==> config.mk <==
export PLATFORM = sky130hd
export DESIGN_NAME = branch_exec_unit
export DESIGN_NICKNAME = d
export VERILOG_FILES = /design/src/rtl/branch_exec_unit.sv
export SDC_FILE = /design/constraint.sdc
export NUM_CORES = 1
export LEC_CHECK = 0
export BUFFER_PORTS_ARGS = -buffer_cell sky130_fd_sc_hd__buf_2
export CAP_MARGIN = 15
export CELL_PAD_IN_SITES_DETAIL_PLACEMENT = 0
export CELL_PAD_IN_SITES_GLOBAL_PLACEMENT = 1
export CORE_MARGIN = 10
export CORE_UTILIZATION = 40
export DETAILED_ROUTE_END_ITERATION = 10
export GPL_TIMING_DRIVEN = 0
export PLACE_DENSITY = 0.7
export SLEW_MARGIN = 20
export SYNTH_ARGS = -nofsm -noshare
export SYNTH_HDL_FRONTEND = slang
export SYNTH_SLANG_ARGS = --single-unit
export TNS_END_PERCENT = 100
==> constraint.sdc <==
create_clock -name clk -period 12 [get_ports clk]
set_clock_uncertainty 0.05 [all_clocks]
set_input_delay 2.4 -clock clk [delete_from_list [all_inputs] [get_ports clk]]
set_output_delay 2.4 -clock clk [all_outputs]
set_load 0.02 [all_outputs]
==> src/rtl/branch_exec_unit.sv <==
// Branch/jump execution stage: resolves conditions, emits registered redirects and
// queues completion results for the common data bus under request/grant arbitration.
module branch_exec_unit #(
  parameter int DEPTH = 4
) (
  input  logic         clk,
  input  logic         reset,
  input  logic         ex_en,
  input  logic [111:0] rs2exe,
  input  logic         kill_in,
  input  logic         cdb_grant,
  output logic         cdb_req,
  output logic [37:0]  cdb_out,
  output logic         redirect_valid,
  output logic [31:0]  redirect_pc,
  output logic         stall,
  output logic         overflow
);

  localparam int AW = (DEPTH > 1) ? $clog2(DEPTH) : 1;
  localparam int CW = AW + 1;

  typedef enum logic [3:0] {
    OP_BEQ  = 4'd0,
    OP_BNE  = 4'd1,
    OP_BLT  = 4'd2,
    OP_BGE  = 4'd3,
    OP_BLTU = 4'd4,
    OP_BGEU = 4'd5,
    OP_JAL  = 4'd6,
    OP_JALR = 4'd7
  } op_e;

  typedef struct packed {
    logic [5:0]  tag;
    logic [31:0] data;
    logic        protect;
  } entry_t;

  // E1 pipeline register: only the fields this unit actually decodes.
  logic        e1_valid;
  logic [3:0]  e1_op;
  logic [5:0]  e1_dest;
  logic [31:0] e1_opr1;
  logic [31:0] e1_opr2;
  logic [31:0] e1_addr;

  // Upper inst_type bits carry no meaning for branch resolution.
  logic unused_inst_bits;
  assign unused_inst_bits = ^rs2exe[111:106];

  // Result queue: slot 0 is always the head, so compaction on kill is a simple re-pack.
  entry_t        q     [DEPTH];
  entry_t        q_nxt [DEPTH];
  logic [CW-1:0] count;
  logic [CW-1:0] count_nxt;
  logic          overflow_set;

  logic        taken;
  logic [31:0] target;
  logic [31:0] result;
  logic        pop;
  logic        push;

  // E2: condition resolution and target/link selection.
  always_comb begin
    taken  = 1'b0;
    target = e1_addr;
    result = '0;
    case (op_e'(e1_op))
      OP_BEQ:  taken = (e1_opr1 == e1_opr2);
      OP_BNE:  taken = (e1_opr1 != e1_opr2);
      OP_BLT:  taken = ($signed(e1_opr1) <  $signed(e1_opr2));
      OP_BGE:  taken = ($signed(e1_opr1) >= $signed(e1_opr2));
      OP_BLTU: taken = (e1_opr1 <  e1_opr2);
      OP_BGEU: taken = (e1_opr1 >= e1_opr2);
      OP_JAL: begin
        taken  = 1'b1;
        result = e1_opr1;
      end
      OP_JALR: begin
        taken  = 1'b1;
        target = (e1_opr1 + e1_addr) & 32'hFFFF_FFFE;
        result = e1_opr2;
      end
      default: ;
    endcase
    if (e1_op < 4'd6)
      result = {31'b0, taken};
  end

  assign pop  = cdb_req && cdb_grant;
  assign push = e1_valid && !kill_in;

  // Next queue image: drop the popped head, drop unprotected entries on kill,
  // re-pack survivors toward slot 0, then append the E2 result if there is room.
  // NOTE: every variable written here gets a default before any conditional update;
  // count_nxt is a blocking running index, which is correct inside combinational logic.
  always_comb begin
    q_nxt        = '{default: '0};
    count_nxt    = '0;
    overflow_set = 1'b0;
    for (int i = 0; i < DEPTH; i++) begin
      if (CW'(i) < count && !(pop && i == 0) && (!kill_in || q[i].protect)) begin
        q_nxt[count_nxt[AW-1:0]] = q[i];
        if (kill_in)
          q_nxt[count_nxt[AW-1:0]].protect = 1'b0;
        count_nxt = count_nxt + CW'(1);
      end
    end
    if (push) begin
      if (count_nxt < CW'(DEPTH)) begin
        q_nxt[count_nxt[AW-1:0]] = '{tag: e1_dest, data: result, protect: taken};
        count_nxt = count_nxt + CW'(1);
      end else begin
        overflow_set = 1'b1;
      end
    end
  end

  // NOTE: the queue storage is reset because its head drives cdb_out directly and
  // must read zero after reset; it is only DEPTH entries, so this is cheap.
  always_ff @(posedge clk) begin
    if (reset) begin
      e1_valid       <= 1'b0;
      count          <= '0;
      q              <= '{default: '0};
      redirect_valid <= 1'b0;
      redirect_pc    <= '0;
      overflow       <= 1'b0;
    end else begin
      e1_valid       <= ex_en && !kill_in;
      count          <= count_nxt;
      q              <= q_nxt;
      redirect_valid <= push && taken;
      if (push && taken)
        redirect_pc <= target;
      if (overflow_set)
        overflow <= 1'b1;
    end
  end

  // Operand capture needs no reset: it is only consumed while e1_valid is set.
  always_ff @(posedge clk) begin
    if (ex_en && !kill_in) begin
      e1_op   <= rs2exe[105:102];
      e1_dest <= rs2exe[101:96];
      e1_opr1 <= rs2exe[95:64];
      e1_opr2 <= rs2exe[63:32];
      e1_addr <= rs2exe[31:0];
    end
  end

  assign cdb_req = (count != '0);
  assign cdb_out = {q[0].tag, q[0].data};
  // One slot of slack is kept for the result still sitting in E1.
  assign stall   = (({1'b0, count} + (CW+1)'(e1_valid)) >= (CW+1)'(DEPTH - 1));

endmodule

==> results of run 1 <==
-- registers in the layout (all words and copies together) (netlist names) --
signal          count
cdb_out            38
count               3
e1_addr            32
e1_dest             6
e1_op               4
e1_opr1            32
e1_opr2            32
e1_valid            1
overflow            1
q                 118
redirect_pc        32
redirect_valid      1
-- tightest hold or removal path: cells and delay by family, from the launching register on --
kind | cells | cell delay [ns]
flip-flops | 1 | 0.32
AO/OA/AOI/OAI | 1 | 0.05
AND/OR/NAND/NOR | 1 | 0.06
-- power groups by stage --
stage,clock (mW),combinational [mW],sequential (mW)
floorplan,0,0.175,1.13
global placement,0,0.257,1.14
detailed placement,0,0.263,1.13
CTS,1.17,0.265,1.11
global route,1.21,0.293,1.12
finish,1.15,0.266,1.11
-- Yosys cell counts, drive strengths merged, types with 17 or more instances --
cell / instances / share of area [%]
dfxtp: 194 / 24
o211ai: 73 / 3.4
inv: 50 / 1.2
nor2: 247 / 5.7
a21oi: 129 / 4.0
ha: 75 / 5.8
nand2: 171 / 4.0
xnor2: 17 / 0.91
clkbuf: 127 / 2.9
a211oi: 59 / 2.8
nand3: 88 / 2.7
a221oi: 92 / 5.0
edfxtp: 106 / 20
nor3: 91 / 2.9
o21ai: 40 / 1.2
buf: 65 / 2.5
mux2i: 36 / 2.2
a311oi: 54 / 2.9
a21o: 18 / 0.83
-- metrics by stage --
step | power, mW | cell area (um2) | cells
detailed placement | 1.40 | 17900 | 2568
finish | 2.53 | 19200 | 2632
global route | 2.62 | 19200 | 2632
floorplan | 1.30 | 16300 | 1856
global placement | 1.39 | 17900 | 2564
CTS | 2.55 | 19200 | 2632
-- routing by layer --
layer / vias to the layer above / global-route usage, % / routed length (um)
met3: 102 / 5.05 / 4840
met1: 7471 / 30.1 / 25800
met2: 668 / 39.6 / 29000
met4: 2 / 8.20 / 1770
li1: 7314 / - / -
met5: - / 0 / 12
-- kinds of logic after synthesis --
group,count (synthesis)
xor gates and xnor gates,23
and+or+nand+nor,659
buffers and inverters,242
adders and majority gates,76
AOI/OAI and AO/OA,519
DFF,300
muxes,37
-- layout make-up --
cell class                      count  area [um2]  area share (%)
Clock inverter                     12         198            1.03
Buffer                            192         885            4.61
Inverter                           50         188           0.979
Tap cell                          525         657            3.43
Clock buffer                       52        1030            5.39
Multi-Input combinational cell   1314        8150            42.5
Timing Repair Buffer              187         996            5.20
Sequential cell                   300        7070            36.9
-- path summary, 6_finish.rpt --
check                               startpoint             end  slack (ns)  cells past startpoint
worst min register to register  redirect_pc[0]  redirect_pc[0]        0.43                      2
worst max-delay path                   kill_in     cdb_out[30]        4.80                     19
worst min-delay path            redirect_pc[0]  redirect_pc[0]        0.43                      2
worst max register to register        count[2]     cdb_out[30]        6.54                     18
==> results.json, run 1 <==
{
  "max_stage_delay_ns": 0.54,
  "cts.path.max_buffers": 3,
  "portBuffers": 183,
  "dpl.hpwl_mm": 45.2,
  "syn-mean-instance-area_um2": 8.77,
  "critPathTopFamily": "buffers and inverters",
  "cts_buffers": 36,
  "fin_ws_ns": 4.80,
  "hold_ws_ns": 0.430,
  "finalWirelength_mm": 61.4,
  "netlist_area_um2": 16300,
  "fin_setup_tns_ns": 0,
  "fin_crit_ns": 7.20,
  "cts.clk_slew.worst_paths_ns": 0.06,
  "crit_buf_inv": 9,
  "critical_path.cell_chain": "buf_2 -> clkbuf_1 -> a21oi_1 -> and2_1 -> clkbuf_1 -> clkbuf_1 -> buf_1 -> ha_1 -> inv_1 -> mux2i_1 -> ha_1 -> nand2_1 -> and3_1 -> buf_2 -> nor3_4 -> nand2_1 -> clkbuf_1 -> clkbuf_1 -> a211oi_1",
  "end_kind": "flip-flop",
  "grt_setup_unrepaired": "false",
  "worst_slew_pin_slew_ns": 0.962,
  "drtPass1Iterations": 8,
  "vias": 15600,
  "grt_remaining_overflow": 0,
  "synthCells": 1856,
  "synth_seq_area_share_pct": 43.4,
  "required_ns": 12.40,
  "crit_slowest_cell": "clkbuf_1",
  "synth_edf_count": 106,
  "antenna_cells": 0,
  "ant_nets": 0,
  "yosys.area_share.simple_pct": 17.7,
  "vias_per_cell": 5.91,
  "p_clk_share_pct": 45.5,
  "period_share_pct": 60.0,
  "n_fill_cell": 3977,
  "arrival_ns": 7.60,
  "grt_max_degree": 29,
  "internal_power_mw": 1.90,
  "drive_gt1_share_pct": 14.9,
  "grt_antenna_before_repair": 1,
  "ys_seq_elements": 300,
  "synth_cell_types": 63,
  "hold_viol_final": 0,
  "htreeDepth": 2,
  "fmax_mhz": 139,
  "layout.cells.most_common_list": "nor2_1 (247), buf_2 (200), dfxtp_1 (194)",
  "grt_pass1_wl_mm": 92.8,
  "hold_path.class": "reg2reg",
  "core-area_um2": 40000,
  "ioPinCount": 191,
  "rows": 73,
  "synth-adder-area-share_pct": 5.89,
  "cts_tree": "yes",
  "die_width_um": 222,
  "synthFlopType": "dfxtp_1",
  "combPwrFrac_pct": 10.5,
  "swShare_pct": 25.1,
  "grt_usage_pct": 23.9,
  "insertion_delay_ns": 0.57,
  "synth-xor-area-share_pct": 1.24,
  "sequentialPowerShare_pct": 44.0,
  "critPathMaxFanout": 11,
  "slew_violations": 0,
  "syn_to_final_growth_pct": 17.8,
  "first_global_vias": 15800,
  "maxSlewHeadroom_pct": 35.0,
  "gp_congestion": 0.924,
  "final_common_cell": "nor2_1",
  "crit_type": "in2reg",
  "async_flop_share_pct": 0,
  "setup_viol": 0,
  "synth_top_family_by_area": "compound AO/OA/AOI/OAI gates",
  "power_density_nw_per_um2": 132,
  "first_iter_violations": 1599,
  "start_kind": "input pin",
  "hold_buffers": 0,
  "fp.dieH_um": 222,
  "cts_setup_buffers": 0,
  "dp_slack_ns": 4.32,
  "synth_compound_area_share_pct": 22.9,
  "nNetsFinal": 2274,
  "maxCapViolCount": 0,
  "wl_per_cell_um": 23.3,
  "synth_nets": 2049,
  "outcome": "finished, final reports clean",
  "yosysWarningCount": 0,
  "crit_top_cell": "clkbuf_1",
  "muxShareOfSynthArea_pct": 2.28,
  "drc_errors": 0,
  "start_util_pct": 40.7,
  "power.leakage_nw": 7.39,
  "root_buffer": "clkbuf_16",
  "cts_resized": 0,
  "cts.sinks": 300,
  "final_core_util_pct": 47.9,
  "die_area_um2": 49200,
  "ir_worst_vdd_v": 0.000108,
  "switching_power_mw": 0.634
}
(Power assumes the default switching activity.)
==> run 2, diff against run 1 <==
PLACE_DENSITY = 0.73   (was 0.7)
clock period = 5.8 ns   (was 12 ns; I/O delays follow)
==> results.json, run 2 (synthesis results as in run 1) <==
{
  "nNetsFinal": 2275,
  "largest_reg_flops": 118,
  "vias_per_cell": 5.92,
  "hold_viol_final": 0,
  "insertion_delay_ns": 0.56,
  "final_core_util_pct": 47.9,
  "arrival_ns": 5.91,
  "cts_buffers": 37,
  "core-area_um2": 40000,
  "critPathMaxFanout": 11,
  "power_density_nw_per_um2": 268,
  "maxCapViolCount": 0,
  "dpl.hpwl_mm": 44.9,
  "setup_viol": 0,
  "outcome": "finished, final reports clean",
  "crit_type": "in2reg",
  "drc_errors": 0,
  "vias": 15600,
  "start_kind": "input pin",
  "ir_worst_vdd_v": 0.000205,
  "fp.dieH_um": 222,
  "cts_setup_buffers": 0,
  "fmax_mhz": 180,
  "wl_per_cell_um": 23.3,
  "portBuffers": 183,
  "cts_tree": "yes",
  "antenna_cells": 0,
  "ioPinCount": 191,
  "top_register": "q",
  "dp_slack_ns": -0.728,
  "finalWirelength_mm": 61.3,
  "cts.clk_slew.worst_paths_ns": 0.06,
  "start_util_pct": 40.7,
  "worst_slew_pin_slew_ns": 0.920,
  "required_ns": 6.16,
  "end_kind": "flip-flop",
  "layout.cells.most_common_list": "nor2_1 (247), buf_2 (201), dfxtp_1 (194)",
  "fin_crit_ns": 5.56,
  "root_buffer": "clkbuf_16",
  "slew_violations": 0,
  "gp_congestion": 0.916,
  "hold_path.class": "reg2reg",
  "grt_setup_unrepaired": "false",
  "drtPass1Iterations": 5,
  "ant_nets": 0,
  "grt_pass1_wl_mm": 93.3,
  "cts.sinks": 300,
  "power.leakage_nw": 7.41,
  "drive_gt1_share_pct": 15.5,
  "rows": 73,
  "cts.path.max_buffers": 3,
  "htreeDepth": 2,
  "grt_usage_pct": 23.9,
  "die_area_um2": 49200,
  "period_share_pct": 95.8,
  "first_iter_violations": 1656,
  "grt_max_degree": 30,
  "fin_ws_ns": 0.245,
  "syn_to_final_growth_pct": 17.6,
  "final_common_cell": "nor2_1",
  "grt_antenna_before_repair": 1,
  "grt_remaining_overflow": 0,
  "die_width_um": 222,
  "first_global_vias": 15700,
  "maxSlewHeadroom_pct": 38.7,
  "finalPower_mw": 5.13
}
==> run 2: changes by cell type in the layout (fill, tap and decap cells not counted), sizes merged <==
cell      previous run  this run
bufinv               5         0
clkbuf             179       178
clkinvlp             2         1
clkinv               3        13
inv                 52        51
==> run 2: cell type report <==
class	instances	area, um2
clock buffer	51	1100
timing repair buffer	187	1000
sequential	300	7070
fill	3896	20900
inverter	50	188
clock inverter	15	90.1
buffer	192	892
tap	525	657
multi-input combinational	1314	8150
==> run 2: metrics by stage <==
stage	std cells	cell area (um2)	hold slack (ns)	setup TNS (ns)
CTS	2634	19100	0.437	0
floorplan	1856	16300	0.479	0
detailed placement	2568	17900	0.427	-38.46
global route	2634	19100	0.458	0
global placement	2564	17900	0.424	-32.23
finish	2634	19100	0.441	0
==> run 2: final timing paths <==
kind / start / endpoint / slack, ns / cells after the start
setup / recovery: kill_in / cdb_out[33] / 0.24 / 19
hold reg to reg: redirect_pc[0] / redirect_pc[0] / 0.44 / 2
setup reg to reg: count[2] / cdb_out[33] / 0.64 / 17
hold / removal: redirect_pc[0] / redirect_pc[0] / 0.44 / 2
==> run 2: what timing repair did <==
item | 4_1_cts | 5_1_grt
gates resized for setup | 1 | 10
hold buffers | 0 | 0
setup endpoints to repair | 1 | 21
==> run 2: power breakdown <==
part | total, mW | switching, mW | internal (mW)
sequential | 2.30 | 0.0564 | 2.25
clock | 2.28 | 0.948 | 1.33
combinational | 0.552 | 0.336 | 0.216
total | 5.13 | 1.34 | 3.79
==> run 2: per-layer routing <==
metal  share of wire (%)  up-vias  global-route usage (%)
li1                    -     7312                       -
met1                  42     7436                    30.8
met2                  46      742                    38.6
met3                 9.3      114                    5.26
met4                 2.9        2                    8.73
met5               0.021        -                       0
==> run 2: worst max-delay path: stages <==
cell and delay (ns):
buf_2 0.11, clkbuf_2 0.22, a21oi_1 0.22, and2_1 0.16, clkbuf_1 0.29, clkbuf_2 0.34, buf_2 0.33, ha_1 0.24
inv_1 0.05, mux2i_1 0.27, ha_1 0.23, nand2_1 0.07, and3_1 0.19, buf_2 0.18, nor3_4 0.41, nand2_1 0.27
clkbuf_1 0.38, clkbuf_2 0.36, a211oi_1 0.43
==> run 3, diff against run 2 <==
MAX_ROUTING_LAYER = met4   (was default)
==> results.json, run 3 (synthesis results as in run 1) <==
{
  "crit_type": "in2reg",
  "crit_top_cell": "clkbuf_1",
  "grt_pass1_wl_mm": 93.6,
  "outcome": "finished, violations left",
  "dpl.hpwl_mm": 45.2,
  "cts.clk_slew.worst_paths_ns": 0.06,
  "root_buffer": "clkbuf_16",
  "vias": 15600,
  "arrival_ns": 6.05,
  "hold_viol_final": 0,
  "start_util_pct": 40.7,
  "grt_remaining_overflow": 0,
  "slew_violations": 0,
  "dp.cells": 2568,
  "grt_setup_unrepaired": "true",
  "ir_worst_vdd_v": 0.000241,
  "fin_ws_ns": 0.121,
  "maxCapViolCount": 0,
  "syn_to_final_growth_pct": 17.5,
  "critical_path.cell_chain": "buf_2 -> clkbuf_1 -> a21oi_1 -> and2_1 -> clkbuf_1 -> inv_1 -> clkbuf_1 -> ha_1 -> xnor2_1 -> inv_1 -> ha_1 -> mux2_2 -> inv_1 -> ha_1 -> nand2_1 -> clkbuf_1 -> clkbuf_2 -> a211oi_1",
  "setup_viol": 0,
  "core-area_um2": 40000,
  "n_fill_cell": 3889,
  "grt_usage_pct": 24.8,
  "largest_reg_flops": 118,
  "fp.dieH_um": 222,
  "cts.path.max_buffers": 3,
  "portBuffers": 183,
  "postLayoutCellArea_um2": 19100,
  "vias_per_cell": 5.92,
  "cts_tree": "yes",
  "drtPass1Iterations": 8,
  "rows": 73,
  "critPathMaxFanout": 10,
  "worst_slew_pin_slew_ns": 0.937,
  "period_share_pct": 97.9,
  "power.leakage_nw": 7.39,
  "first_iter_violations": 1394,
  "fin_setup_tns_ns": 0,
  "grt_antenna_before_repair": 1,
  "ant_nets": 0,
  "htreeDepth": 2,
  "maxSlewHeadroom_pct": 37.5,
  "end_kind": "flip-flop",
  "finalWirelength_mm": 61.9,
  "die_width_um": 222,
  "nNetsFinal": 2273,
  "insertion_delay_ns": 0.57,
  "placedInstanceArea_um2": 17900,
  "failed_checks": "design-rule violations",
  "final_common_cell": "nor2_1",
  "hold_path.class": "reg2reg",
  "fin_cells": 2633,
  "top_register": "q",
  "fmax_mhz": 176,
  "first_global_vias": 15800,
  "layout.cells.most_common_list": "nor2_1 (247), buf_2 (200), dfxtp_1 (194)",
  "final_core_util_pct": 47.8,
  "gp_congestion": 0.930,
  "fin_crit_ns": 5.68,
  "cts_setup_buffers": 0,
  "max_stage_delay_ns": 0.49,
  "grt_max_degree": 30,
  "ioPinCount": 191,
  "cts.sinks": 300,
  "hold_ws_ns": 0.447,
  "drc_errors": 1,
  "drive_gt1_share_pct": 15.1,
  "start_kind": "input pin",
  "cts_buffers": 36,
  "crit_slowest_cell": "clkbuf_1",
  "hold_buffers": 0,
  "dp_slack_ns": -0.691,
  "finalPower_mw": 5.16,
  "required_ns": 6.17,
  "wl_per_cell_um": 23.5,
  "die_area_um2": 49200,
  "power_density_nw_per_um2": 270,
  "cts_resized": 1
}
==> run 3: cell count changes in the layout (fill, tap and decap cells not counted), moves of 2 or more <==
cell / change
clkinv_4: -3
bufinv_16: +2
clkinv_1: -2
clkbuf_1: +8
clkinv_2: -3
clkbuf_16: -2
==> run 3: report_power, final <==
group | switching, mW | internal, mW
clock | 0.941 | 1.37
sequential | 0.0559 | 2.25
combinational | 0.334 | 0.216
==> run 3: per-layer routing <==
layer	wire length [um]	GRT usage (%)	share of wire [%]	vias to the layer above
met5	0	-	0	-
met4	1940	9.25	3.1	0
met3	4330	3.95	7.0	140
met2	28800	38.9	47	684
met1	26800	31.5	43	7474
li1	-	-	-	7301
==> run 3: final timing paths <==
check            startpoint             end  slack, ns  cells after the start
max reg2reg        count[2]     cdb_out[33]       0.58                     17
min reg2reg  redirect_pc[0]  redirect_pc[0]       0.45                      2
min          redirect_pc[0]  redirect_pc[0]       0.45                      2
max                 kill_in     cdb_out[33]       0.12                     18
==> run 3: cell type report <==
type                    count  area, um2  area share (%)
inverters                  50        188           0.981
well taps                 525        657            3.43
clock inverters             9        103           0.536
multi-input cells        1314       8150            42.6
repair buffers            187       1000            5.25
diodes                      1       2.50          0.0131
flip-flops and latches    300       7070            36.9
clock buffers              56       1080            5.63
plain buffers             191        886            4.63
==> run 3: worst max-delay path: cells and delay by family <==
kind	cells	cell delay [ns]
buf+inv	9	2.31
fa+ha+maj	3	0.93
xor+xnor	1	0.38
mux	1	0.31
simple gates	2	0.39
compound gates	2	0.56
